===== src/rtl/ram_32x8.sv =====
// ram_32x8
//   Single-port 32-word x 8-bit scratch memory for the datapath.
//   One shared address selects the word for both write and read. Writes are
//   synchronous on the rising clock edge. Reset_n clears the whole array
//   asynchronously. Storage is built from discrete flops so that every word
//   can be cleared.
//
// Configuration macro
//   RAM32X8_OUTREG_EN  defined   : outData is registered (read-first, 1-cycle
//                                  latency, async reset to RESET_VALUE)
//                      undefined : outData is a combinational read of
//                                  mem[Address] (0-cycle latency)
//
// Ports
//   Clock    in   1           system clock, rising-edge active
//   Reset_n  in   1           asynchronous reset, active low
//   Address  in   ADDR_WIDTH  word select for write and read
//   WE       in   1           write enable, active high
//   inData   in   DATA_WIDTH  write data
//   outData  out  DATA_WIDTH  read data of mem[Address]
module ram_32x8 #(
  parameter int                    DATA_WIDTH  = 8,
  parameter int                    ADDR_WIDTH  = 5,
  parameter int                    DEPTH       = 32,
  parameter logic [DATA_WIDTH-1:0] RESET_VALUE = 8'h00
) (
  input  logic                  Clock,
  input  logic                  Reset_n,
  input  logic [ADDR_WIDTH-1:0] Address,
  input  logic                  WE,
  input  logic [DATA_WIDTH-1:0] inData,
  output logic [DATA_WIDTH-1:0] outData
);

  logic [DATA_WIDTH-1:0] mem_r [DEPTH];
  logic [DEPTH-1:0]      word_we_s;

  // One-hot write strobe per word. An X/Z on WE selects the else branch in
  // simulation, so an unknown enable never writes.
  always_comb begin
    word_we_s = '0;
    if (WE == 1'b1) begin
      word_we_s[Address] = 1'b1;
    end else begin
      word_we_s = '0;
    end
  end

  // Storage array: async clear of every word, otherwise write the strobed word.
  always_ff @(posedge Clock or negedge Reset_n) begin
    if (!Reset_n) begin
      for (int i = 0; i < DEPTH; i++) begin
        mem_r[i] <= RESET_VALUE;
      end
    end else begin
      for (int i = 0; i < DEPTH; i++) begin
        if (word_we_s[i]) begin
          mem_r[i] <= inData;
        end
      end
    end
  end

`ifdef RAM32X8_OUTREG_EN
  logic [DATA_WIDTH-1:0] out_data_r;

  // Registered read port. It samples the array before this edge's write
  // lands, so a same-address write returns the old word (read-first).
  always_ff @(posedge Clock or negedge Reset_n) begin
    if (!Reset_n) begin
      out_data_r <= RESET_VALUE;
    end else begin
      out_data_r <= mem_r[Address];
    end
  end

  assign outData = out_data_r;
`else
  // Combinational read. There is no write bypass: the new word appears only
  // after the edge that stores it.
  assign outData = mem_r[Address];
`endif

endmodule


===== config.mk =====
export PLATFORM = sky130hd
export DESIGN_NAME = ram_32x8
export DESIGN_NICKNAME = d
export VERILOG_FILES = /design/src/rtl/ram_32x8.sv
export SDC_FILE = /design/constraint.sdc
export NUM_CORES = 1
export LEC_CHECK = 0
export BUFFER_PORTS_ARGS = -buffer_cell sky130_fd_sc_hd__buf_2
export CELL_PAD_IN_SITES_DETAIL_PLACEMENT = 1
export CELL_PAD_IN_SITES_GLOBAL_PLACEMENT = 1
export CORE_MARGIN = 3
export CORE_UTILIZATION = 55
export CTS_BUF_LIST = sky130_fd_sc_hd__clkbuf_16
export DETAILED_ROUTE_END_ITERATION = 8
export GPL_TIMING_DRIVEN = 0
export PLACE_DENSITY = 0.86
export SLEW_MARGIN = 10
export SYNTH_ARGS = -nofsm -noshare
export SYNTH_HDL_FRONTEND = slang
export SYNTH_SLANG_ARGS = --single-unit

===== constraint.sdc =====
create_clock -name Clock -period 3.9 [get_ports Clock]
set_input_delay 0.39 -clock Clock [delete_from_list [all_inputs] [get_ports Clock]]
set_output_delay 0.39 -clock Clock [all_outputs]
set_load 0.01 [all_outputs]

-- Word level (Yosys, flattened, before mapping)
Cells that the tools add are included.
- bitwise operators: 1
- order comparisons: 3
- reduce and logical (&&, ||, !) cells: 1
- muxes and demuxes: 6
- operators with widths (cell ; count):
    $bmux W8 S5 ; 1
    $mux W32 ; 1
    $mux W8 ; 2
    $ge A6 B6 Y1 const B ; 1
    $lt A5 B6 Y1 const B ; 1
    $not A5 Y6 ; 1
    $demux W1 S5 ; 1
    $ge A5 B1 Y1 const B ; 1
    $logic_and A1 B1 Y1 ; 1
    $mux W1 ; 1
- bits of input ports: 16
- register bits after elaboration: 256
- logic and storage cells: 43
- output and inout bits: 8

-- Longest topological paths before layout
- word-level depth: 5
- gate-level depth with buffers: 7
- mapped depth without buffers: 4

-- Least setup slack after synthesis
Ideal clock, no wire load.
- path kind: input port to output port
- start point: input port Address[1]
- end point: output port outData[0]
- data arrival time: 1.735 ns
- path slack: 1.775 ns
- cell stages on the path: 7
- data required time: 3.510 ns
- cells stage by stage: buf_2 clkbuf_1 buf_2 mux2i_1 o22ai_1 nor4_1 nand2_1
- longest elaborated chain between the ends: 4
- RTL lines (item ; RTL line ; text):
    start: declaration ; 29 ; input logic [ADDR_WIDTH-1:0] Address,
    $not A5 Y6 (implied by the code) ; 81 ; assign outData = mem_r[Address];
    $bmux W8 S5 ; 81 ;
    $mux W8 (implied by the code) (2 in series) ; 81 ;
    end: declaration ; 32 ; output logic [DATA_WIDTH-1:0] outData
Every way passes these cells. The select of a mux whose other input is x is not followed.

-- Final worst setup path
- start point: input port Address[1]
- end point: output port outData[2]
The elaborated chain is that of the path after synthesis.

==> impl_metrics.env <==
export IMPL_netlist_instances=856
export IMPL_viasPerCell=6.515
export IMPL_yosys_top_cells_count="256 x dfrtp_1, 247 x mux2_2, 128 x mux2i_1"
export IMPL_yosysWarnings=0
export IMPL_startpoint_type="input port"
export IMPL_drcViolationCount=0
export IMPL_hp_class="input port to flip-flop"
export IMPL_post_route_min_period_ns=3.535
export IMPL_synth_edf_count=0
export IMPL_postSynthAreaPerCell_um2=13.98
export IMPL_max_slew_margin_rel_pct=41.88
export IMPL_num_vias=7850
export IMPL_power_density_mw_per_mm2=530.4
export IMPL_largest_register_ffs=256
export IMPL_path_max_fanout=10
export IMPL_async_flop_share_pct=100.0
export IMPL_dp_hpwl_um=23650
export IMPL_dieArea_mm2=0.02357
export IMPL_p_sw_mw=1.972
export IMPL_intPower_mw=5.083
export IMPL_grt_setup_unrepaired="no"
export IMPL_final_max_slew_viol_count=0
export IMPL_muxShareOfSynthArea_pct=34.79
export IMPL_status="complete, no violations"
export IMPL_cts_buffers=27
export IMPL_power_frac_clock_pct=33.8
export IMPL_p_leak_nw=6.181
export IMPL_grt_pass1_wl_um=54990
export IMPL_top_register="mem_r"
export IMPL_synth_top_family_by_area="multiplexers"
export IMPL_end_kind="output pin"
export IMPL_critical_path_required_ns=3.51
export IMPL_grt_max_degree=98
export IMPL_synth_top_cell_area_share_pct=53.52
export IMPL_antenna_found_initial=1
export IMPL_max_freq_ghz=0.2829
export IMPL_grt_overflow_total=0
export IMPL_ff2ff_setup_slack_ns=3.04
export IMPL_first_pass_iters=5
export IMPL_hp_start="inData[3]"
export IMPL_synthSimpleGateAreaFrac_pct=5.916
export IMPL_nNetsFinal=926
export IMPL_yosysUniqueCellTypes=33
export IMPL_rr_startpoint="mem_r[5]"
export IMPL_diodes=0
export IMPL_maxCapViolations=0
export IMPL_synth_fa_ha_area_share_pct=0
export IMPL_synth_flop_cell="dfrtp_1"
export IMPL_synth_most_common_cell="dfrtp_1"
export IMPL_setup_violations=0
export IMPL_synth_top_area_cell="dfrtp_1"
export IMPL_postCtsHoldBufs=1
export IMPL_final_setup_worst_slack_ns=0.3648
export IMPL_clock_sinks=256
export IMPL_die_h_um=153.5
export IMPL_fp_row_count=53
export IMPL_clk_pin_slew_worst_paths_ns=0.06
export IMPL_postRouteAntennaNets=0
export IMPL_coreArea_mm2=0.02122
export IMPL_cts_root_buf="clkbuf_16"
export IMPL_dr_first_iter_drc_count=664
export IMPL_synthXorXnorAreaFrac_pct=0
export IMPL_pwr_share_seq_pct=49.4
export IMPL_worstSetupPathType="input port to output pin"
export IMPL_crit_arrival_ns=3.15
export IMPL_netlist_area_mm2=0.01197
export IMPL_finalClockSkew_ns=0
export IMPL_tns_ns=0
export IMPL_crit_start="Address[1]"
export IMPL_cts_resized=0
export IMPL_combPwrFrac_pct=16.8
export IMPL_clock_path_buffers=3
export IMPL_grt_pass1_vias=8688
export IMPL_final_hold_viol_count=0
export IMPL_largest_registers="mem_r: 256 flops"
export IMPL_synth_compound_area_share_pct=3.345
export IMPL_final_fill_count=2000
export IMPL_port_buffer_count=22
export IMPL_ioPinCount=24
export IMPL_ir_worst_vdd_uv=346.8
export IMPL_grtUsageTotal_pct=30.77
export IMPL_clock_latency_ns=0.54
export IMPL_htree_levels=1
export IMPL_switching_share_pct=27.96
export IMPL_area_growth_pct=11.12
export IMPL_wire_per_inst_um=30.03
export IMPL_yosysSeqAreaShare_pct=53.52
export IMPL_place_congestion=0.8790
export IMPL_dieWidth_um=153.5
export IMPL_synth_area_top_cells="dfrtp_1 54%, mux2_2 23%, mux2i_1 11%"
export IMPL_cts_tree="done"
export IMPL_start_util_pct=56.41
export IMPL_synth_seq_cells=256
export IMPL_fin_util_pct=62.68
export IMPL_regArea_mm2=0.006406
export IMPL_drive_gt1_share_pct=40.11
export IMPL_postCtsSetupBuffers=0
export IMPL_fin_crit_sh_pct=90.65
export IMPL_totalWireLength_um=36190
export IMPL_synth_nets=872
export IMPL_multiInputGateArea_mm2=0.005273
export IMPL_pre_cts_slack_ns=0.5357
export IMPL_tightest_slew_ns=0.8718
## worst max-delay path: stages
cell and delay (ns):
buf_2 0.22, clkbuf_1 0.32, buf_2 0.43, mux2i_1 0.36, o22ai_1 0.18, nor4_1 0.78, nand2_1 0.24, buf_2 0.21
## per-layer routing
| layer | global-route usage (%) | part of all wire [%] | vias up |
|---|---|---|---|
| li1 | - | - | 3285 |
| met1 | 40.28 | 40 | 4171 |
| met2 | 50.57 | 48 | 303 |
| met3 | 7.008 | 7.6 | 91 |
| met4 | 11.48 | 4.0 | 0 |
| met5 | 0 | 0 | - |
## path summary, 6_finish.rpt
kind,end,depth (start not counted)
setup / recovery,outData[2],8
hold / removal,mem_r[3],2
setup reg to reg,mem_r[5],1
hold reg to reg,mem_r[57],1
max in group asynchronous,mem_r[8],4
min in group asynchronous,mem_r[173],2
## final cells by class
cell class                 count  share of cell area [%]
sequential                   256                   48.16
multi-input combinational    537                   39.64
clock buffer                  27                   5.079
tap                          275                   2.587
buffer                        63                   2.192
timing repair buffer          25                   1.392
clock inverter                22                  0.9501
## power groups by stage
stage	combinational (mW)	clock [mW]	sequential, mW
3_5_place_dp	1.14	0	3.50
5_1_grt	1.28	2.52	3.53
3_3_place_gp	1.08	0	3.44
6_report	1.19	2.38	3.48
2_1_floorplan	0.807	0	3.39
4_1_cts	1.19	2.42	3.48
## placed cells by master, fill, tap and decap left out, types with 2 or more instances in the layout
master / synthesis / layout
mux2_2: 247 / 247
or4bb_1: 4 / 4
clkbuf_2: 2 / 2
clkinv_2: 0 / 3
nor2_1: 2 / 2
nand4bb_1: 2 / 2
nand2_1: 14 / 14
mux2i_1: 128 / 128
nand4b_1: 4 / 4
buf_2: 21 / 42
buf_16: 0 / 2
or4b_2: 3 / 3
buf_6: 2 / 2
nor4_1: 16 / 16
nand3b_2: 3 / 3
dfrtp_1: 256 / 256
nand2_2: 8 / 8
buf_1: 8 / 8
nor2_4: 6 / 6
clkbuf_1: 27 / 27
buf_4: 3 / 3
nor3_4: 4 / 4
clkbuf_16: 0 / 27
nand3_2: 6 / 6
nor3b_2: 3 / 3
inv_1: 0 / 9
mux2_1: 9 / 9
clkinv_1: 0 / 6
o22ai_1: 64 / 64
nor2_2: 6 / 6
## stage by stage
| stage | hold slack, ns | instances | instance area [um^2] | power [mW] |
|---|---|---|---|---|
| 3_3_place_gp | 0.4704 | 1153 | 12420 | 4.520 |
| 4_1_cts | 0.1457 | 1205 | 13300 | 7.077 |
| 5_1_grt | 0.1581 | 1205 | 13300 | 7.327 |
| 6_report | 0.1567 | 1205 | 13300 | 7.055 |
| 2_1_floorplan | 0.09441 | 856 | 11970 | 4.200 |
| 3_5_place_dp | 0.4042 | 1155 | 12490 | 4.642 |
## cell families after synthesis
logic type | after synthesis
multiplexers | 384
flip-flops | 256
buffers and inverters | 63
AO/OA/AOI/OAI | 64
AND/OR/NAND/NOR | 89
No activity file was read; power rests on OpenSTA's default activity.
